==> src/rtl/gtx_rst_pkg.sv <==
// Shared types and constants for the GTX lane reset sequencer.
// Optional statistics counters are enabled by defining GTX_LANE_RST_STATS_EN.
package gtx_rst_pkg;

  typedef enum logic [1:0] {
    ST_RESET   = 2'd0,
    ST_HOLDOFF = 2'd1,
    ST_MONITOR = 2'd2,
    ST_FAIL    = 2'd3
  } lane_state_e;

  // Per-lane debug nibble layout: {state[1:0], retry_hit, err_now}
  localparam int DBG_W         = 4;
  localparam int DBG_ERR_NOW   = 0;
  localparam int DBG_RETRY_HIT = 1;
  localparam int DBG_STATE_LSB = 2;

  localparam int RST_CNT_W  = 16;
  localparam int FAIL_CNT_W = 8;

  // Defaults for a 156.25 MHz reference clock.
  localparam int DEF_LANES       = 4;
  localparam int DEF_WIN_CYC     = 156250;
  localparam int DEF_ERR_TH      = 30;
  localparam int DEF_RST_CYC     = 156;
  localparam int DEF_HOLDOFF_CYC = 1562500;
  localparam int DEF_MAX_RETRY   = 3;

  // Bits needed to hold values 0..max_val (never less than one bit).
  function automatic int cnt_w(input int max_val);
    return (max_val < 1) ? 1 : $clog2(max_val + 1);
  endfunction

endpackage

==> src/rtl/gtx_lane_rst_fsm.sv <==
// Per-lane health state machine: reset pulse, settle hold-off, error window
// monitoring and retry bookkeeping. Stats under GTX_LANE_RST_STATS_EN.
module gtx_lane_rst_fsm
  import gtx_rst_pkg::*;
#(
  parameter int ERR_TH      = DEF_ERR_TH,
  parameter int RST_CYC     = DEF_RST_CYC,
  parameter int HOLDOFF_CYC = DEF_HOLDOFF_CYC,
  parameter int MAX_RETRY   = DEF_MAX_RETRY
) (
  input  logic                  clk,
  input  logic                  rst,
  input  logic                  rxdisperr_i,
  input  logic                  rxlossofsync_i,
  input  logic                  force_rst_i,
  input  logic                  clear_fail_i,
  input  logic                  win_end_i,
  output logic                  gtx_rst_o,
  output logic                  lane_up_o,
  output logic                  lane_fail_o,
`ifdef GTX_LANE_RST_STATS_EN
  output logic [RST_CNT_W-1:0]  rst_count_o,
  output logic [FAIL_CNT_W-1:0] fail_count_o,
`endif
  output logic [DBG_W-1:0]      debug_o
);

  localparam int TMR_MAX = ((RST_CYC > HOLDOFF_CYC) ? RST_CYC : HOLDOFF_CYC) - 1;
  localparam int TMR_W   = cnt_w(TMR_MAX);
  localparam int ERR_W   = cnt_w(ERR_TH);
  localparam int RTY_W   = cnt_w(MAX_RETRY);

  lane_state_e      state_q, state_d;
  logic [TMR_W-1:0] timer_q, timer_d;
  logic [ERR_W-1:0] err_cnt_q, err_cnt_d;
  logic [RTY_W-1:0] retry_q, retry_d;
  logic             clean_q, clean_d;

  logic             err_now;
  logic [ERR_W-1:0] err_next;
  logic             retry_hit;
  logic             enter_rst;
  logic             enter_fail;

  assign err_now   = rxdisperr_i | rxlossofsync_i;
  assign err_next  = (err_cnt_q == ERR_W'(ERR_TH)) ? err_cnt_q
                                                   : err_cnt_q + ERR_W'(err_now);
  assign retry_hit = (retry_q == RTY_W'(MAX_RETRY));

  always_comb begin
    // NOTE: every next-state signal gets its hold value first so no path
    // through the case statement can leave one unassigned and infer a latch.
    state_d    = state_q;
    timer_d    = timer_q;
    err_cnt_d  = err_cnt_q;
    retry_d    = retry_q;
    clean_d    = clean_q;
    enter_rst  = 1'b0;
    enter_fail = 1'b0;

    unique case (state_q)
      ST_RESET: begin
        err_cnt_d = '0;
        clean_d   = 1'b0;
        if (force_rst_i) begin
          timer_d = '0;
        end else if (timer_q == TMR_W'(RST_CYC - 1)) begin
          state_d = ST_HOLDOFF;
          timer_d = '0;
        end else begin
          timer_d = timer_q + TMR_W'(1);
        end
      end

      ST_HOLDOFF: begin
        err_cnt_d = '0;
        if (force_rst_i) begin
          state_d   = ST_RESET;
          timer_d   = '0;
          enter_rst = 1'b1;
        end else if (timer_q == TMR_W'(HOLDOFF_CYC - 1)) begin
          state_d = ST_MONITOR;
          timer_d = '0;
          clean_d = 1'b0;
        end else begin
          timer_d = timer_q + TMR_W'(1);
        end
      end

      ST_MONITOR: begin
        // Threshold outranks a manual request, which outranks window bookkeeping.
        if (err_next >= ERR_W'(ERR_TH)) begin
          timer_d   = '0;
          err_cnt_d = '0;
          clean_d   = 1'b0;
          if (retry_hit) begin
            state_d    = ST_FAIL;
            enter_fail = 1'b1;
          end else begin
            state_d   = ST_RESET;
            retry_d   = retry_q + RTY_W'(1);
            enter_rst = 1'b1;
          end
        end else if (force_rst_i) begin
          state_d   = ST_RESET;
          timer_d   = '0;
          err_cnt_d = '0;
          clean_d   = 1'b0;
          enter_rst = 1'b1;
        end else if (win_end_i) begin
          err_cnt_d = '0;
          if (err_next == '0) begin
            retry_d = '0;
            clean_d = 1'b1;
          end
        end else begin
          err_cnt_d = err_next;
        end
      end

      ST_FAIL: begin
        if (clear_fail_i) begin
          state_d   = ST_RESET;
          timer_d   = '0;
          retry_d   = '0;
          enter_rst = 1'b1;
        end
      end

      default: state_d = ST_RESET;
    endcase
  end

  always_ff @(posedge clk or posedge rst) begin
    // NOTE: registered state uses non-blocking assignments so every flop
    // samples pre-edge values regardless of statement order.
    if (rst) begin
      state_q   <= ST_RESET;
      timer_q   <= '0;
      err_cnt_q <= '0;
      retry_q   <= '0;
      clean_q   <= 1'b0;
    end else begin
      state_q   <= state_d;
      timer_q   <= timer_d;
      err_cnt_q <= err_cnt_d;
      retry_q   <= retry_d;
      clean_q   <= clean_d;
    end
  end

  assign gtx_rst_o   = (state_q == ST_RESET) || (state_q == ST_FAIL);
  assign lane_up_o   = (state_q == ST_MONITOR) && clean_q;
  assign lane_fail_o = (state_q == ST_FAIL);

  always_comb begin
    debug_o                                = '0;
    debug_o[DBG_ERR_NOW]                   = err_now;
    debug_o[DBG_RETRY_HIT]                 = retry_hit;
    debug_o[DBG_STATE_LSB +: 2]            = state_q;
  end

`ifdef GTX_LANE_RST_STATS_EN
  logic [RST_CNT_W-1:0]  rst_cnt_q;
  logic [FAIL_CNT_W-1:0] fail_cnt_q;

  always_ff @(posedge clk or posedge rst) begin
    if (rst) begin
      rst_cnt_q  <= '0;
      fail_cnt_q <= '0;
    end else begin
      if (enter_rst && (rst_cnt_q != '1))
        rst_cnt_q <= rst_cnt_q + RST_CNT_W'(1);
      if (enter_fail && (fail_cnt_q != '1))
        fail_cnt_q <= fail_cnt_q + FAIL_CNT_W'(1);
    end
  end

  assign rst_count_o  = rst_cnt_q;
  assign fail_count_o = fail_cnt_q;
`else
  logic unused_stats;
  assign unused_stats = enter_rst ^ enter_fail;
`endif

endmodule

==> src/rtl/gtx_lane_reset_mc.sv <==
// Multi-lane GTX receive-health monitor: shared error window plus one reset
// sequencer per lane. Statistics ports exist only with GTX_LANE_RST_STATS_EN.
module gtx_lane_reset_mc
  import gtx_rst_pkg::*;
#(
  parameter int LANES       = DEF_LANES,
  parameter int WIN_CYC     = DEF_WIN_CYC,
  parameter int ERR_TH      = DEF_ERR_TH,
  parameter int RST_CYC     = DEF_RST_CYC,
  parameter int HOLDOFF_CYC = DEF_HOLDOFF_CYC,
  parameter int MAX_RETRY   = DEF_MAX_RETRY
) (
  input  logic                        clk,
  input  logic                        rst_in,
  input  logic [LANES-1:0]            rxdisperr,
  input  logic [LANES-1:0]            rxlossofsync,
  input  logic [LANES-1:0]            force_rst,
  input  logic                        clear_fail,
  output logic [LANES-1:0]            gtx_rst_out,
  output logic [LANES-1:0]            lane_up,
  output logic [LANES-1:0]            lane_fail,
`ifdef GTX_LANE_RST_STATS_EN
  output logic [RST_CNT_W*LANES-1:0]  rst_count,
  output logic [FAIL_CNT_W*LANES-1:0] fail_count,
`endif
  output logic [DBG_W*LANES-1:0]      rst_debug
);

  localparam int WIN_W = cnt_w(WIN_CYC - 1);

  logic [WIN_W-1:0] win_cnt_q, win_cnt_d;
  logic             win_end;

  assign win_end = (win_cnt_q == WIN_W'(WIN_CYC - 1));

  always_comb begin
    win_cnt_d = win_end ? '0 : win_cnt_q + WIN_W'(1);
  end

  always_ff @(posedge clk or posedge rst_in) begin
    if (rst_in) win_cnt_q <= '0;
    else        win_cnt_q <= win_cnt_d;
  end

  for (genvar i = 0; i < LANES; i++) begin : g_lane
    gtx_lane_rst_fsm #(
      .ERR_TH      (ERR_TH),
      .RST_CYC     (RST_CYC),
      .HOLDOFF_CYC (HOLDOFF_CYC),
      .MAX_RETRY   (MAX_RETRY)
    ) u_fsm (
      .clk            (clk),
      .rst            (rst_in),
      .rxdisperr_i    (rxdisperr[i]),
      .rxlossofsync_i (rxlossofsync[i]),
      .force_rst_i    (force_rst[i]),
      .clear_fail_i   (clear_fail),
      .win_end_i      (win_end),
      .gtx_rst_o      (gtx_rst_out[i]),
      .lane_up_o      (lane_up[i]),
      .lane_fail_o    (lane_fail[i]),
`ifdef GTX_LANE_RST_STATS_EN
      .rst_count_o    (rst_count[RST_CNT_W*i +: RST_CNT_W]),
      .fail_count_o   (fail_count[FAIL_CNT_W*i +: FAIL_CNT_W]),
`endif
      .debug_o        (rst_debug[DBG_W*i +: DBG_W])
    );
  end

endmodule

==> config.mk <==
export PLATFORM = sky130hd
export DESIGN_NAME = gtx_lane_reset_mc
export DESIGN_NICKNAME = d
export VERILOG_FILES = /design/src/rtl/gtx_rst_pkg.sv /design/src/rtl/gtx_lane_rst_fsm.sv /design/src/rtl/gtx_lane_reset_mc.sv
export SDC_FILE = /design/constraint.sdc
export NUM_CORES = 1
export LEC_CHECK = 0
export ABC_AREA = 1
export CAP_MARGIN = 5
export CORE_MARGIN = 4
export CORE_UTILIZATION = 60
export CTS_BUF_LIST = sky130_fd_sc_hd__clkbuf_8
export DETAILED_ROUTE_END_ITERATION = 7
export PLACE_DENSITY_LB_ADDON = 0.08
export SYNTH_ARGS = -nofsm -noshare
export SYNTH_HDL_FRONTEND = slang
export SYNTH_SLANG_ARGS = --single-unit
==> constraint.sdc <==
create_clock -name clk -period 14.87 [get_ports clk]
set_clock_uncertainty 0.15 [all_clocks]
set_input_delay 2.974 -clock clk [delete_from_list [all_inputs] [get_ports clk]]
set_output_delay 2.974 -clock clk [all_outputs]
set_load 0.01 [all_outputs]
==> summary.txt <==
Synth
  – Syn Nets: 1658
  – Synthesized area: 10500 um^2
  – Synth Flop Type: dfrtp_1
  – Post-synth EDFFs: 0
  – Ys Warns: 0
  – Mean Syn Cell Area: 6.56 um^2
  – Synth async-reset ratio: 1.00
  – Seq/Total Area, Yosys: 0.338
  – Flop and latch count out of synthesis: 142
  – Yosys cell types: 43
  – Cells after synthesis: 1601

Setup path
  – WS Path Type: in -> out
  – CP Capture Type: primary output
  – Worst Setup Start Kind: input port
  – CP Data Arrival Time: 4.17 ns
  – CP max FO: 2
  – Worst path required time: 11.75 ns

Floorplan
  – Die Wd: 140 um
  – Num ports: 43
  – Core area: 17200 um^2
  – Initial Util: 0.609
  – # rows: 48
  – Die Y: 140 um
  – Die area: 19700 um^2

Timing
  – Final hold vios: 0
  – TNS Setup: 0 ns
  – Fmax: 137 MHz
  – RSZ-0062 raised after global routing: false
  – Final setup vio count: 0
  – Final min period: 7.29 ns
  – Worst Tran Pin Value: 0.945 ns
  – Period utilization: 0.491
  – Worst slew margin: 0.370
  – Max Transition Viols Final: 0

Power
  – Cell Pwr Density: 95.6 nW/um^2
  – Leak: 5.63 nW
  – VDD IR max: 0.0000758 V

Clock tree
  – Longest Clk Path Bufs: 2
  – H-Tree Level Count: 4
  – Clock latency at the later pin of the worst-skew pair: 0.46 ns
  – Resize count post-CTS: 0
  – CTS tree: done
  – Setup Buffers After CTS: 0
  – Clock root buffer: clkbuf_8
  – Clock tree sinks: 142
  – CTS buffer count: 17
  – CTS hold repair buffers: 0
  – Clock transition at the registers of the reported paths: 0.08 ns

Finish
  – Layout cell share with drive strength beyond 1: 0.0494
  – Synthesis-to-finish area growth: 8.26%
  – Register area: 3550 um^2
  – Antenna Cells: 0
  – Design Area, Final: 11400 um^2
  – Filler cells: 1592
  – Multi-input gate area: 5660 um^2
  – Fin nets: 1683
  – Leading cell type in the layout, fill and taps excluded: nand2_1
  – Commonest non-fill, non-tap cells in the layout: 413 x nand2_1, 260 x inv_1, 239 x nor2_1, 168 x nand3_1, 142 x dfrtp_1

Routing
  – Residual DRC: 0
  – Post-route ant nets: 0
  – Wire per inst: 13.1 um
  – Starting DRT DRC Count: 663
  – Via/cell ratio: 5.33
  – Vias: 9934
  – Post-Route WL: 24400 um
  – DR pass1 iterations: 6

Global routing
  – Total grt overflow: 0
  – Vias in the first global route: 9419
  – First-pass GRT wire length: 42700 um
  – Total track usage: 0.256
  – Largest net degree at the start of global routing: 76
  – Initial antenna violation count: 0

Place
  – Detail Placement HPWL: 17900 um
  – GPL Wtd Cong: 0.919
  – Placed Area: 10900 um^2
  – IO buf count: 42

Outcome
  – Status: completed

Worst hold path
  – Hold Path Class: reg -> reg

Run
  – Max cap viols: 0
-- registers in the layout (all words and copies together) (netlist names) --
register / cells
g_lane.u_fsm.clean_q: 4
g_lane.u_fsm.err_cnt_q: 20
g_lane.u_fsm.retry_q: 8
g_lane.u_fsm.state_q: 8
g_lane.u_fsm.timer_q: 84
win_cnt_q: 18
-- cell usage after synthesis, types with 2 or more instances --
library cell  count  area share
buf_4            26       0.019
nand3_1         168       0.080
o21ai_0          65       0.031
inv_1           260       0.093
nor2_1          239       0.085
o21ai_2           3      0.0025
clkbuf_1          2     0.00072
clkinv_1          3      0.0011
buf_2             5      0.0024
nor4_1            6      0.0036
nand2_1         413        0.15
nand3_2           8      0.0076
o21ai_1          19      0.0091
inv_2             7      0.0025
ha_1             42       0.050
nand3_4           3      0.0050
nand2_2           8      0.0048
a21oi_4           2      0.0031
o21bai_1          5      0.0036
dfrtp_1         142        0.34
nor3_1           26       0.012
nand2_4           2      0.0021
o22ai_1          13      0.0077
nor3_2            2      0.0019
xor2_1           11      0.0092
nor2_2            3      0.0018
nor3b_1           4      0.0029
buf_6             4      0.0043
or2_2             6      0.0036
a21oi_1          18      0.0086
nand3b_1          7      0.0050
nand4_1          67       0.040
nand2_8           2      0.0038
-- worst max-delay path, cell delays in order --
cell and delay (ns):
clkdlybuf4s50_1 0.39, or2_2 0.32, clkdlybuf4s50_1 0.49
-- report_power, final --
group,internal [mW],switching (mW),total [mW]
registers,0.406,0.0246,0.431
clock network,0.175,0.157,0.333
logic,0.111,0.213,0.323
-- cell type report --
class                           count  share of cell area
Clock buffer                       19              0.0230
Sequential cell                   142               0.313
Inverter                          271              0.0901
Timing Repair Buffer               43              0.0376
Tap cell                          225              0.0248
Clock inverter                     13              0.0144
Multi-Input combinational cell   1151               0.497
-- path summary, 6_finish.rpt --
| path | from | to | slack, ns | cells past startpoint |
|---|---|---|---|---|
| worst min-delay path | g_lane[0].u_fsm.retry_q[1] | g_lane[0].u_fsm.retry_q[1] | 0.34 | 2 |
| worst max register to register | g_lane[2].u_fsm.err_cnt_q[0] | g_lane[2].u_fsm.timer_q[2] | 12.01 | 10 |
| max in group asynchronous | rst_in | g_lane[1].u_fsm.timer_q[0] | 10.37 | 3 |
| min in group asynchronous | rst_in | g_lane[2].u_fsm.timer_q[10] | 2.81 | 2 |
| worst max-delay path | rxlossofsync[3] | rst_debug[12] | 7.58 | 3 |
| worst min register to register | g_lane[0].u_fsm.retry_q[1] | g_lane[0].u_fsm.retry_q[1] | 0.34 | 2 |
-- layer usage --
metal  part of all wire  global-route usage
met5                  0                   0
met4              0.013              0.0724
met2               0.46               0.416
met3              0.039              0.0379
met1               0.49               0.359
-- cell families after synthesis --
kind of cell	Yosys count	synth area share
flip-flops	142	0.338
XOR/XNOR	12	0.0100
buffers and inverters	308	0.123
AO/OA/AOI/OAI	130	0.0692
AND/OR/NAND/NOR	967	0.409
adder cells (fa/ha/maj)	42	0.0500
-- metrics by stage --
stage / hold WS, ns / std cells / utilization / power, mW / setup slack, ns
4_1_cts: 0.337 / 1864 / 0.660 / 1.09 / 7.57
6_report: 0.338 / 1864 / 0.660 / 1.09 / 7.58
2_1_floorplan: 0.296 / 1601 / - / 0.673 / 7.94
3_5_place_dp: 0.319 / 1832 / 0.635 / 0.761 / 7.57
3_3_place_gp: 0.314 / 1832 / 0.635 / 0.755 / 7.59
5_1_grt: 0.365 / 1864 / 0.660 / 1.16 / 7.56
Note: power is estimated with default switching activity, not from simulation.
==> edit, RTL diff (same flow settings) <==
Put a register stage on the output `lane_up`, without a reset. The value now appears one clock later. The other outputs are not delayed to match.
--- a/src/rtl/gtx_lane_reset_mc.sv
+++ b/src/rtl/gtx_lane_reset_mc.sv
@@ -30,2 +30,4 @@
 
+  logic [LANES-1:0] lane_up_d;
+
   logic [WIN_W-1:0] win_cnt_q, win_cnt_d;
@@ -59,3 +61,3 @@
       .gtx_rst_o      (gtx_rst_out[i]),
-      .lane_up_o      (lane_up[i]),
+      .lane_up_o      (lane_up_d[i]),
       .lane_fail_o    (lane_fail[i]),
@@ -69,2 +71,6 @@
 
+  always_ff @(posedge clk) begin
+    lane_up <= lane_up_d;
+  end
+
 endmodule
Formal check against the unedited RTL: no difference found for any inputs over 4 cycles, from zero or initial values and one cycle with rst_in high; that may be too few to reach the edited logic, so the function may still have changed.
==> edit against the original RTL <==
Total power decreased by 3.4%; final area increased by 0.94%; largest cell class unchanged; combinational power fell by 3%; routed wire length is 0.58% higher; first-iteration DRC count increased by 36%; area after synthesis grew 1.4%; highest routed layer unchanged; setup slack about the same; cell count up 1.3%; sequential cell count increased by 4.
==> edit: results <==
[run_status]
status = "finished clean"

[setup_path]
reg2regPathDepth = 12
r2r-start = "g_lane[1].u_fsm.err_cnt_q[0]$_DFFE_PP0P_"
critPathMaxFanout = 2
arrival_ps = 4170
reg2reg_to = "g_lane[1].u_fsm.timer_q[15]$_DFFE_PP0P_"
r2r_slack_ps = 11970

[drt]
vias_per_cell = 5.40
routed-wl-met3_um = 1350
met2_wirelength_um = 11200
drt_first_pass_iters = 6
wl_met1_um = 11700
vias = 10200
routed_wl_um = 24600
first_iter_violations = 901

[clock_network]
path_clk_slew_ps = 90
h-tree-depth = 4
numCtsBuffers = 17
clock_path_buffers = 2
root_buffer = "clkbuf_8"
postCtsSetupRepairBufs = 0

[global_route]
grt_pass1_vias = 9310
grt_pass1_wl_um = 42800
grt_max_degree = 75
grt_antenna_before_repair = 0
grt.total_usage_pct = 25.4

[synth]
avgSynthCellArea_um2 = 6.55
ys_top_cells_by_count = "421 x nand2_1, 250 x inv_1, 227 x nor2_1"
synth_compound_area_share_pct = 7.31
synth_cell_types = 48
ys_top_cells_by_area = "dfrtp_1 33%, nand2_1 15%, inv_1 8.8%"
synth_adder_area_share_pct = 4.93
synth_xor_area_share_pct = 1.32
async_flop_share_pct = 97.3
ys_seq_area_share_pct = 34.1

[layout]
largestRegisters = "g_lane.u_fsm.timer_q x84, g_lane.u_fsm.err_cnt_q x20, win_cnt_q x18"
num-fill-cells = 1626
regArea_mm2 = 0.00363
nNetsFinal = 1708
drive_gt1_share_pct = 4.93

[pwr]
p_leak_nw = 5.62
vdd.ir_drop.worst_v = 0.0000837

[place]
place_area_mm2 = 0.0111
portBuffers = 42
dp.cells = 1857
gp_congestion = 0.915
hpwl_um = 17800
dpl_worst_slack_ps = 7560

[worst_hold_path]
hp-start = "g_lane[1].u_fsm.clean_q$_DFFE_PP0P_"
holdPathStages = 2
holdPathEnd = "lane_up[1]$_DFF_P_"

[timing]
worst_pin_slew_ps = 865
## edit: cell count changes after synthesis, moves of 10 or more
cell,change
nor2_1,-12
o21ai_1,+32
o21ai_0,-18
inv_1,-10
nand4_1,+10
## edit: kinds of logic (layout without fill, tap and decap cells)
logic type               count (synthesis)  after routing
XOR/XNOR                                16             16
buffers and inverters                  304            341
AO/OA/AOI/OAI                          144            144
adder cells (fa/ha/maj)                 42             42
flip-flops                             146            146
AND/OR/NAND/NOR                        975            975
## edit: stage by stage
step           hold WS [ps]  power [mW]
2_1_floorplan           280       0.670
3_3_place_gp            304       0.750
3_5_place_dp            312       0.756
4_1_cts                 327        1.06
5_1_grt                 346        1.12
6_report                322        1.05
## edit: power breakdown
| part | total, mW | leakage (nW) | switching [mW] | internal, mW |
|---|---|---|---|---|
| sequential | 0.439 | 1.99 | 0.0236 | 0.416 |
| combinational | 0.312 | 3.44 | 0.206 | 0.106 |
| clock | 0.299 | 0.197 | 0.158 | 0.141 |
| total | 1.05 | 5.62 | 0.387 | 0.662 |
## edit: worst max path at each step
| stage | cells after the start | slack (ps) | endpoint | startpoint |
|---|---|---|---|---|
| floorplan | 1 | 7940 | g_lane[0].u_fsm.clean_q$_DFFE_PP0P_ | rst_in |
| CTS | 3 | 7560 | rst_debug[4] | rxlossofsync[1] |
| global placement | 3 | 7600 | rst_debug[12] | rxlossofsync[3] |
| detailed placement | 3 | 7560 | rst_debug[4] | rxlossofsync[1] |
| global route | 3 | 7530 | rst_debug[4] | rxlossofsync[1] |
| finish | 3 | 7580 | rst_debug[4] | rxlossofsync[1] |
## edit: layout make-up
cell class / instances / area share [%]
timing repair buffer: 43 / 3.73
clock buffer: 19 / 2.28
multi-input combinational: 1177 / 50.2
inverter: 266 / 8.76
tap: 225 / 2.45
clock inverter: 13 / 0.960
sequential: 146 / 31.7
## edit: routing by layer
metal	up-vias	track usage [%]
li1	5253	-
met1	4656	36.4
met4	0	5.61
met2	271	40.2
met5	-	0
met3	26	4.82
## edit: critical path, delay by kind of cell
kind	cells	cell delay, ps
simple gates	1	310
buf+inv	2	890
